File: src/rtl/adder_bist.sv
// adder_bist
// Built-in self-test controller for a 32-bit adder. It generates
// pseudo-random operands with a Galois LFSR and drives them onto the adder
// inputs. After a settle window it checks the adder result against a
// full-width reference sum. A run stops at the first mismatch or after
// N_VECTORS good vectors. The operands and result of the first failing
// vector are kept for inspection.
//
// Parameters
//   N_VECTORS : vectors per run (1 .. 2^32-1)
//   SEED      : LFSR seed, a zero seed is promoted to 1
//   SETTLE    : cycles between operand update and comparison (>= 1)
//
// Ports
//   clk, rst              : clock, synchronous active-high reset
//   start                 : launches a run from IDLE or DONE
//   dut_a, dut_b, dut_cin : registered stimulus to the adder under test
//   dut_sum, dut_cout     : result returned by the adder under test
//   busy, done, pass      : run status
//   vec_count             : vectors that matched in the current run
//   fail_a, fail_b, fail_cin, fail_sum, fail_cout : first failing vector
module adder_bist #(
  parameter logic [31:0] N_VECTORS = 32'd10000,
  parameter logic [31:0] SEED      = 32'h0000_0001,
  parameter int unsigned SETTLE    = 4
) (
  input  logic        clk,
  input  logic        rst,
  input  logic        start,
  output logic [31:0] dut_a,
  output logic [31:0] dut_b,
  output logic        dut_cin,
  input  logic [31:0] dut_sum,
  input  logic        dut_cout,
  output logic        busy,
  output logic        done,
  output logic        pass,
  output logic [31:0] vec_count,
  output logic [31:0] fail_a,
  output logic [31:0] fail_b,
  output logic        fail_cin,
  output logic [31:0] fail_sum,
  output logic        fail_cout
);

  localparam logic [31:0] SEED_EFF    = (SEED == 32'd0) ? 32'd1 : SEED;
  localparam logic [31:0] POLY        = 32'h8020_0003;
  localparam logic [31:0] SETTLE_LAST = 32'(SETTLE - 1);

  typedef enum logic [2:0] {
    IDLE,
    GEN,
    SETTLING,
    CHECK,
    DONE
  } state_e;

  state_e      state_q, state_d;
  logic [31:0] lfsr_q, lfsr_d;
  logic [31:0] shadowA_q, shadowA_d;
  logic [31:0] shadowB_q, shadowB_d;
  logic [1:0]  genCnt_q, genCnt_d;
  logic [31:0] settleCnt_q, settleCnt_d;
  logic [31:0] dutA_q, dutA_d;
  logic [31:0] dutB_q, dutB_d;
  logic        dutCin_q, dutCin_d;
  logic [31:0] vecCount_q, vecCount_d;
  logic        pass_q, pass_d;
  logic [31:0] failA_q, failA_d;
  logic [31:0] failB_q, failB_d;
  logic        failCin_q, failCin_d;
  logic [31:0] failSum_q, failSum_d;
  logic        failCout_q, failCout_d;

  logic [31:0] lfsrNext;
  logic [32:0] refSum;
  logic [32:0] observed;
  logic [31:0] countInc;

  // Datapath helpers: the LFSR successor value, the 33-bit reference
  // sum of the operands currently held on the adder inputs, and the
  // adder's own 33-bit result to compare against.
  always_comb begin
    lfsrNext = {1'b0, lfsr_q[31:1]} ^ (lfsr_q[0] ? POLY : 32'd0);
    refSum   = {1'b0, dutA_q} + {1'b0, dutB_q} + {32'd0, dutCin_q};
    observed = {dut_cout, dut_sum};
    countInc = vecCount_q + 32'd1;
  end

  // Next-state and datapath update. Every register holds by default.
  // The operand shadows let A, B and Cin reach the adder on a single
  // edge, so the adder inputs never change during the settle and check
  // window.
  always_comb begin
    state_d     = state_q;
    lfsr_d      = lfsr_q;
    shadowA_d   = shadowA_q;
    shadowB_d   = shadowB_q;
    genCnt_d    = genCnt_q;
    settleCnt_d = settleCnt_q;
    dutA_d      = dutA_q;
    dutB_d      = dutB_q;
    dutCin_d    = dutCin_q;
    vecCount_d  = vecCount_q;
    pass_d      = pass_q;
    failA_d     = failA_q;
    failB_d     = failB_q;
    failCin_d   = failCin_q;
    failSum_d   = failSum_q;
    failCout_d  = failCout_q;
    busy        = 1'b0;
    done        = 1'b0;

    case (state_q)
      IDLE, DONE: begin
        done = (state_q == DONE);
        if (start) begin
          lfsr_d     = SEED_EFF;
          vecCount_d = 32'd0;
          pass_d     = 1'b0;
          failA_d    = 32'd0;
          failB_d    = 32'd0;
          failCin_d  = 1'b0;
          failSum_d  = 32'd0;
          failCout_d = 1'b0;
          genCnt_d   = 2'd0;
          state_d    = GEN;
        end
      end
      GEN: begin
        busy   = 1'b1;
        lfsr_d = lfsrNext;
        case (genCnt_q)
          2'd0: begin
            shadowA_d = lfsrNext;
            genCnt_d  = 2'd1;
          end
          2'd1: begin
            shadowB_d = lfsrNext;
            genCnt_d  = 2'd2;
          end
          default: begin
            dutA_d      = shadowA_q;
            dutB_d      = shadowB_q;
            dutCin_d    = lfsrNext[0];
            genCnt_d    = 2'd0;
            settleCnt_d = 32'd0;
            state_d     = SETTLING;
          end
        endcase
      end
      SETTLING: begin
        busy = 1'b1;
        if (settleCnt_q == SETTLE_LAST) begin
          state_d = CHECK;
        end else begin
          settleCnt_d = settleCnt_q + 32'd1;
        end
      end
      CHECK: begin
        busy = 1'b1;
        if (observed == refSum) begin
          vecCount_d = countInc;
          if (countInc == N_VECTORS) begin
            pass_d  = 1'b1;
            state_d = DONE;
          end else begin
            genCnt_d = 2'd0;
            state_d  = GEN;
          end
        end else begin
          failA_d    = dutA_q;
          failB_d    = dutB_q;
          failCin_d  = dutCin_q;
          failSum_d  = dut_sum;
          failCout_d = dut_cout;
          pass_d     = 1'b0;
          state_d    = DONE;
        end
      end
      default: begin
        state_d = IDLE;
      end
    endcase
  end

  // State register. Reset wins over everything and returns every
  // output to zero while reloading the LFSR with the seed.
  always_ff @(posedge clk) begin
    if (rst) begin
      state_q     <= IDLE;
      lfsr_q      <= SEED_EFF;
      shadowA_q   <= 32'd0;
      shadowB_q   <= 32'd0;
      genCnt_q    <= 2'd0;
      settleCnt_q <= 32'd0;
      dutA_q      <= 32'd0;
      dutB_q      <= 32'd0;
      dutCin_q    <= 1'b0;
      vecCount_q  <= 32'd0;
      pass_q      <= 1'b0;
      failA_q     <= 32'd0;
      failB_q     <= 32'd0;
      failCin_q   <= 1'b0;
      failSum_q   <= 32'd0;
      failCout_q  <= 1'b0;
    end else begin
      state_q     <= state_d;
      lfsr_q      <= lfsr_d;
      shadowA_q   <= shadowA_d;
      shadowB_q   <= shadowB_d;
      genCnt_q    <= genCnt_d;
      settleCnt_q <= settleCnt_d;
      dutA_q      <= dutA_d;
      dutB_q      <= dutB_d;
      dutCin_q    <= dutCin_d;
      vecCount_q  <= vecCount_d;
      pass_q      <= pass_d;
      failA_q     <= failA_d;
      failB_q     <= failB_d;
      failCin_q   <= failCin_d;
      failSum_q   <= failSum_d;
      failCout_q  <= failCout_d;
    end
  end

  assign dut_a     = dutA_q;
  assign dut_b     = dutB_q;
  assign dut_cin   = dutCin_q;
  assign pass      = pass_q;
  assign vec_count = vecCount_q;
  assign fail_a    = failA_q;
  assign fail_b    = failB_q;
  assign fail_cin  = failCin_q;
  assign fail_sum  = failSum_q;
  assign fail_cout = failCout_q;

endmodule

File: config.mk
export PLATFORM = sky130hd
export DESIGN_NAME = adder_bist
export DESIGN_NICKNAME = d
export VERILOG_FILES = /design/src/rtl/adder_bist.sv
export SDC_FILE = /design/constraint.sdc
export NUM_CORES = 1
export LEC_CHECK = 0
export ABC_AREA = 1
export CAP_MARGIN = 25
export CORE_MARGIN = 4
export CORE_UTILIZATION = 30
export CTS_CLUSTER_DIAMETER = 50
export DETAILED_ROUTE_END_ITERATION = 12
export GPL_ROUTABILITY_DRIVEN = 0
export HOLD_SLACK_MARGIN = 0.05
export MAX_ROUTING_LAYER = met4
export PLACE_DENSITY = 0.54
export SLEW_MARGIN = 20
export SYNTH_ARGS = -nofsm -noshare
export SYNTH_HDL_FRONTEND = slang
export SYNTH_SLANG_ARGS = --single-unit
File: constraint.sdc
create_clock -name clk -period 9.6 [get_ports clk]
set_input_delay 2.88 -clock clk [delete_from_list [all_inputs] [get_ports clk]]
set_output_delay 2.88 -clock clk [all_outputs]
set_load 0.005 [all_outputs]
==> run_results.csv, run 1 <==
group,metric,value,unit
run_status,outcome,"complete, no violations",
routing,remaining_drc_errors,0,
power,power.switching,0.001609,W
logic_synthesis,synth_ff_type,"dfxtp_1",
clocking,cts-buffers-inserted,42,
critical_path,worstPathRequired,10.10,ns
clocking,cts_root_buffer,"clkbuf_16",
timing,finalSetupViolCount,0,
timing,finClkSkew,0.03597,ns
timing,fin_crit_sh,0.6029,
critical_path,end_kind,"flip-flop",
grt,antenna_found_initial,0,
logic_synthesis,netlist_top_cells_area,"dfxtp_1 40%, nand2_1 11%, nor2_1 11%",
power,power.density,223.0,nW/um^2
floorplan,fp.dieW,240.9,um
clocking,cts_sinks,329,
logic_synthesis,async_flop_share,0,
hold_path,min_path_type,"flip-flop to flip-flop",
critical_path,crit_arrival,6.29,ns
logic_synthesis,synthesis.nets,2512,
logic_synthesis,syn_area,16270,um^2
power,comb_power_share,0.277,
power,pwr-share-seq,0.378,
timing,rsz0062_at_grt,"no",
logic_synthesis,synth_top_area_cell,"dfxtp_1",
routing,drt_wl_total,54520,um
clocking,cts_resized,0,
job,drv_cap,0,
clocking,post_cts_buffers,0,
logic_synthesis,ys_warn_count,0,
timing,maxSlewHeadroom,0.3564,
grt,first_global_vias,15610,
clocking,cts_tree,"built",
routing,first_pass_iters,6,
timing,fmax,172.8,MHz
cells_and_area,syn2layout_area_growth,26.56,%
floorplan,floorplan.initialDensity,0.3024,
routing,wl_per_cell,16.23,um
cells_and_area,instances_no_fill,3360,
floorplan,row_count,85,
logic_synthesis,synth_edf_count,0,
floorplan,dieArea,58040,um^2
routing,ant_nets,0,
grt,grt_overflow,0,
cells_and_area,nNetsFinal,2703,
timing,tns,0,ns
routing,drtIter0Drc,1175,
timing,worstMarginPinSlew,0.9654,ns
routing,via_per_inst,4.893,
critical_path,cp_max_fo,74,
placement,port_buffers,233,
placement,dp_cells,3281,
clocking,clkTransAtPathRegs,0.06,ns
timing,hold_violations,0,
critical_path,worst_setup_path_start_kind,"input pin",
clocking,hold_buffers,0,
timing,final.min_clock_period,5.788,ns
logic_synthesis,syn-instance-count,2440,
critical_path,path_class,"input pin to flip-flop",
floorplan,fp.dieH,240.9,um
logic_synthesis,ys_seq_area_frac,0.4047,
logic_synthesis,synth_top_area_frac,0.4047,
grt,grt_pass1_wl,85280,um
logic_synthesis,ys_seq_elements,329,
timing,drv_slew,0,
placement,hpwl,40250,um
grt,grt_use_total,0.1869,
power,p_sw_frac,0.3502,
grt,grt_max_degree,115,
logic_synthesis,synthTopCellsByCount,"482 x nand2_1, 462 x nor2_1, 329 x dfxtp_1, 276 x a21oi_1, 260 x inv_1",
floorplan,ios,234,
clocking,h-tree-depth,2,
cells_and_area,drive_gt1_frac,0.04431,
power,vdd_drop_max,0.1181,mV
logic_synthesis,synth.most_common_cell,"nand2_1",
floorplan,core,53810,um^2
routing,num_vias,16440,
clocking,clockBufferDepth,3,
power,clock_power_share,0.346,
power,p_leak,8.375,nW
power,p_int,0.002985,W
clocking,insertion_delay,0.57,ns
cells_and_area,fillCellCount,5663,
logic_synthesis,yosysUniqueCellTypes,38,
logic_synthesis,syn_area_per_cell,6.670,um^2
## routing by layer
metal,vias up,global-route usage,routed length [um]
met4,0,0.04747,1346
met1,7626,0.2470,25300
met3,96,0.02845,2985
met2,473,0.3016,24890
met5,-,-,0
li1,8245,-,-
## cell families after synthesis
group	after synthesis	synth area share
AOI/OAI and AO/OA	471	0.1472
xor gates and xnor gates	53	0.02852
adders and majority gates	36	0.02860
buffers and inverters	365	0.08949
DFF	329	0.4047
and+or+nand+nor	1186	0.3015
## path summary, 6_finish.rpt
check / startpoint / end / slack (ns) / cells past startpoint
hold reg to reg: fail_sum[27] / fail_sum[27] / 0.46 / 2
hold / removal: fail_sum[27] / fail_sum[27] / 0.46 / 2
setup / recovery: dut_sum[3] / genCnt_q[1] / 3.81 / 16
setup reg to reg: dut_a[0] / genCnt_q[1] / 5.02 / 18
## critical path, cell delays in order
cell and delay [ns]:
clkdlybuf4s50_1 0.50, xnor2_1 0.14, xor2_1 0.16, nand3b_1 0.11, nor2_1 0.11, nand2_1 0.07, nor2_1 0.29, nand3_1 0.12
nor2_1 0.20, nand3_4 0.36, nand2_2 0.17, buf_4 0.67, nand3_2 0.21, nand2_1 0.12, nand2_1 0.05, nor2_1 0.12
## cell type report
cell class,count,area [um^2],share of cell area
Clock inverter,19,215.2,0.01045
Tap cell,696,870.8,0.04228
Multi-Input combinational cell,1746,8242,0.4001
Inverter,265,997.2,0.04841
Timing Repair Buffer,247,2466,0.1197
Clock buffer,57,1217,0.05911
Antenna cell,1,2.502,0.0001215
Sequential cell,329,6586,0.3198
## placed cells by master, fill, tap and decap left out, types with 2 or more instances in the layout
cell | Yosys | final
inv_1 | 260 | 258
a21o_1 | 3 | 3
a21oi_1 | 276 | 276
xnor2_1 | 20 | 20
nor2_1 | 462 | 460
o21a_1 | 2 | 2
fa_1 | 2 | 2
clkinv_8 | 0 | 2
clkbuf_1 | 72 | 4
o21ai_0 | 179 | 179
o21ai_1 | 2 | 2
ha_1 | 34 | 34
bufinv_16 | 0 | 2
nor4_1 | 12 | 12
or2_2 | 5 | 5
clkdlybuf4s50_1 | 0 | 232
a21boi_0 | 2 | 2
nand2_2 | 7 | 6
nand3b_1 | 11 | 11
nand4_1 | 35 | 35
xor2_1 | 33 | 33
o21bai_1 | 4 | 4
clkbuf_8 | 0 | 11
buf_4 | 0 | 12
inv_2 | 5 | 5
nand3_1 | 115 | 115
and2_1 | 3 | 3
clkinvlp_4 | 0 | 4
dfxtp_1 | 329 | 329
clkinv_4 | 0 | 5
clkinv_2 | 0 | 6
nor2_2 | 5 | 7
nand2_1 | 482 | 482
nor3_1 | 39 | 39
clkbuf_16 | 0 | 42
nand3_2 | 2 | 2
and3_1 | 4 | 4
## stage by stage
step	cell area [um^2]	hold slack, ns	setup WS, ns	util	power (W)
2_1_floorplan	16270	0.4496	5.056	-	0.002499
3_3_place_gp	19110	0.4485	3.270	0.3551	0.002993
3_5_place_dp	19140	0.4539	3.157	0.3556	0.003019
4_1_cts	20570	0.4641	3.766	0.3822	0.004631
5_1_grt	20590	0.4758	3.451	0.3827	0.004876
6_report	20600	0.4597	3.812	0.3827	0.004594
## power groups by stage
stage	sequential [W]	combinational (W)	clock, W
floorplan	0.00170	0.000798	0
global placement	0.00176	0.00124	0
detailed placement	0.00176	0.00126	0
CTS	0.00173	0.00127	0.00163
global route	0.00176	0.00143	0.00169
finish	0.00173	0.00127	0.00159
Power figures use the tool's default switching activity.
==> run 2, diff against run 1 <==
==> constraint.sdc (replaced) <==
create_clock -name clk -period 5.6 [get_ports clk]
set_input_delay 1.68 -clock clk [delete_from_list [all_inputs] [get_ports clk]]
set_output_delay 1.68 -clock clk [all_outputs]
set_load 0.005 [all_outputs]
==> run_results.csv, run 2 (synthesized netlist as in run 1, its figures left out) <==
group,metric,value,unit
run_status,outcome,"complete, no violations",
routing,num_vias,16350,
critical_path,crit_arrival,4.57,ns
routing,first_pass_iters,5,
floorplan,ios,234,
placement,hpwl,40500,um
critical_path,end_kind,"flip-flop",
critical_path,worst_setup_path_start_kind,"input pin",
timing,fmax,244.3,MHz
routing,remaining_drc_errors,0,
power,pwr-share-seq,0.370,
floorplan,dieArea,58040,um^2
critical_path,critical_path.cell_chain,"clkdlybuf4s50_1, xnor2_1, xor2_1, nand3b_1, nor2_1, nand2_1, nor2_1, nand2_1, nor2_1, nand2_1, nor2_2, nand3_2, nand2_4, buf_4, nand2_1, a21oi_1",
critical_path,worstPathRequired,6.08,ns
critical_path,cpMaxStageDelayCell,"clkdlybuf4s50_1",
timing,whs,0.4628,ns
clocking,h-tree-depth,2,
routing,drtIter0Drc,1106,
floorplan,floorplan.initialDensity,0.3024,
power,total_power,0.008023,W
critical_path,reg2reg_slack,1.56,ns
critical_path,worstPathBufferInverterCount,2,
critical_path,r2r-end,"fail_sum[27]",
cells_and_area,syn2layout_area_growth,27.02,%
timing,fin_ws,1.506,ns
critical_path,r2r_cells,20,
grt,grt_overflow,0,
cells_and_area,fillCellCount,5644,
power,clock_power_share,0.356,
routing,drt_wl_total,54660,um
cells_and_area,most-common-layout-cells,"482 x nand2_1, 460 x nor2_1, 329 x dfxtp_1",
grt,grt_pass1_wl,84480,um
power,comb_power_share,0.274,
critical_path,cpPeakStageDelay,0.51,ns
timing,final.min_clock_period,4.094,ns
timing,hold_violations,0,
critical_path,cp_max_fo,33,
grt,grt_max_degree,73,
cells_and_area,multi_input_area,8242,um^2
floorplan,fp.dieW,240.9,um
timing,worstMarginPinSlew,0.8758,ns
cells_and_area,nNetsFinal,2706,
clocking,cts_sinks,329,
clocking,hold_buffers,0,
timing,tns,0,ns
floorplan,core,53810,um^2
power,p_int,0.005277,W
critical_path,setup.worst_path.end,"fail_sum[27]",
clocking,post_cts_buffers,0,
grt,antenna_found_initial,0,
power,vdd_drop_max,0.3548,mV
routing,via_per_inst,4.868,
cells_and_area,mostFrequentLayoutCell,"nand2_1",
routing,ant_nets,0,
floorplan,row_count,85,
critical_path,crit_start,"dut_sum[3]",
clocking,cts_root_buffer,"clkbuf_16",
timing,finClkSkew,0.03197,ns
clocking,cts-buffers-inserted,42,
power,p_sw_frac,0.3423,
critical_path,path_class,"input pin to flip-flop",
cells_and_area,drive_gt1_frac,0.04431,
power,power.switching,0.002746,W
job,drv_cap,0,
cells_and_area,fin_util,0.3841,
grt,first_global_vias,15510,
cells_and_area,antennaDiodeCount,0,
clocking,cts_resized,0,
critical_path,crit_family,"simple AND/OR/NAND/NOR gates",
clocking,clkTransAtPathRegs,0.06,ns
power,p_leak,8.425,nW
critical_path,r2r_start,"dut_a[0]",
placement,place_ws,0.9236,ns
cells_and_area,seq_area,6586,um^2
clocking,insertion_delay,0.56,ns
grt,grt_use_total,0.1863,
timing,maxSlewHeadroom,0.4155,
power,power.density,388.1,nW/um^2
timing,drv_slew,0,
critical_path,worstSetupPathDepth,16,
clocking,clockBufferDepth,3,
hold_path,min_path_type,"flip-flop to flip-flop",
placement,port_buffers,233,
timing,fin_crit_sh,0.7311,
timing,rsz0062_at_grt,"no",
critical_path,crit_top_cell,"nand2_1",
clocking,cts_tree,"built",
floorplan,fp.dieH,240.9,um
routing,wl_per_cell,16.27,um
timing,finalSetupViolCount,0,
## run 2: cell count changes in the layout (fill, tap and decap cells not counted), sizes merged
cell and change:
inv +6, bufinv +5, buf +3, diode -1
clkinv -4, clkinvlp -3, clkbuf -7
## run 2: worst min-delay path, stage by stage (launching register included)
cell and delay [ns]:
dfxtp_1 0.31, nand2_1 0.06, a21oi_1 0.05
## run 2: worst min-delay path by stage
stage	from	to	slack [ns]	depth (start not counted)
after floorplan	shadowA_q[31]	dut_a[31]	0.45	2
after global placement	fail_sum[18]	fail_sum[18]	0.45	2
after detailed placement	fail_sum[17]	fail_sum[17]	0.46	2
after CTS	fail_sum[17]	fail_sum[17]	0.47	2
after global routing	fail_sum[18]	fail_sum[18]	0.48	2
final	fail_sum[9]	fail_sum[9]	0.46	2
## run 2: area by class of cell
cell class	instances	share of cell area
clock inverters	23	0.01610
well taps	696	0.04213
repair buffers	250	0.1214
inverters	265	0.04824
flip-flops and latches	329	0.3186
clock buffers	50	0.05478
multi-input cells	1746	0.3987
## run 2: power by group through the flow
stage          Clock [W]  Combinational, W  Sequential [W]
3_5_place_dp           0           0.00219         0.00302
4_1_cts          0.00294           0.00220         0.00297
2_1_floorplan          0           0.00137         0.00292
5_1_grt          0.00303           0.00247         0.00301
3_3_place_gp           0           0.00215         0.00301
6_report         0.00286           0.00220         0.00297
## run 2: through the flow
| stage | std cells | area [um^2] |
|---|---|---|
| 2_1_floorplan | 2440 | 16270 |
| 5_1_grt | 3359 | 20670 |
| 4_1_cts | 3358 | 20660 |
| 3_3_place_gp | 3283 | 19160 |
| 3_5_place_dp | 3285 | 19190 |
| 6_report | 3359 | 20670 |
## run 2: routing by layer
metal | vias up | global-route usage | wire length [um]
met3 | 91 | 0.02800 | 2866
met1 | 7600 | 0.2436 | 25390
met4 | 0 | 0.05425 | 1489
met5 | - | - | 0
li1 | 8237 | - | -
met2 | 423 | 0.3009 | 24910
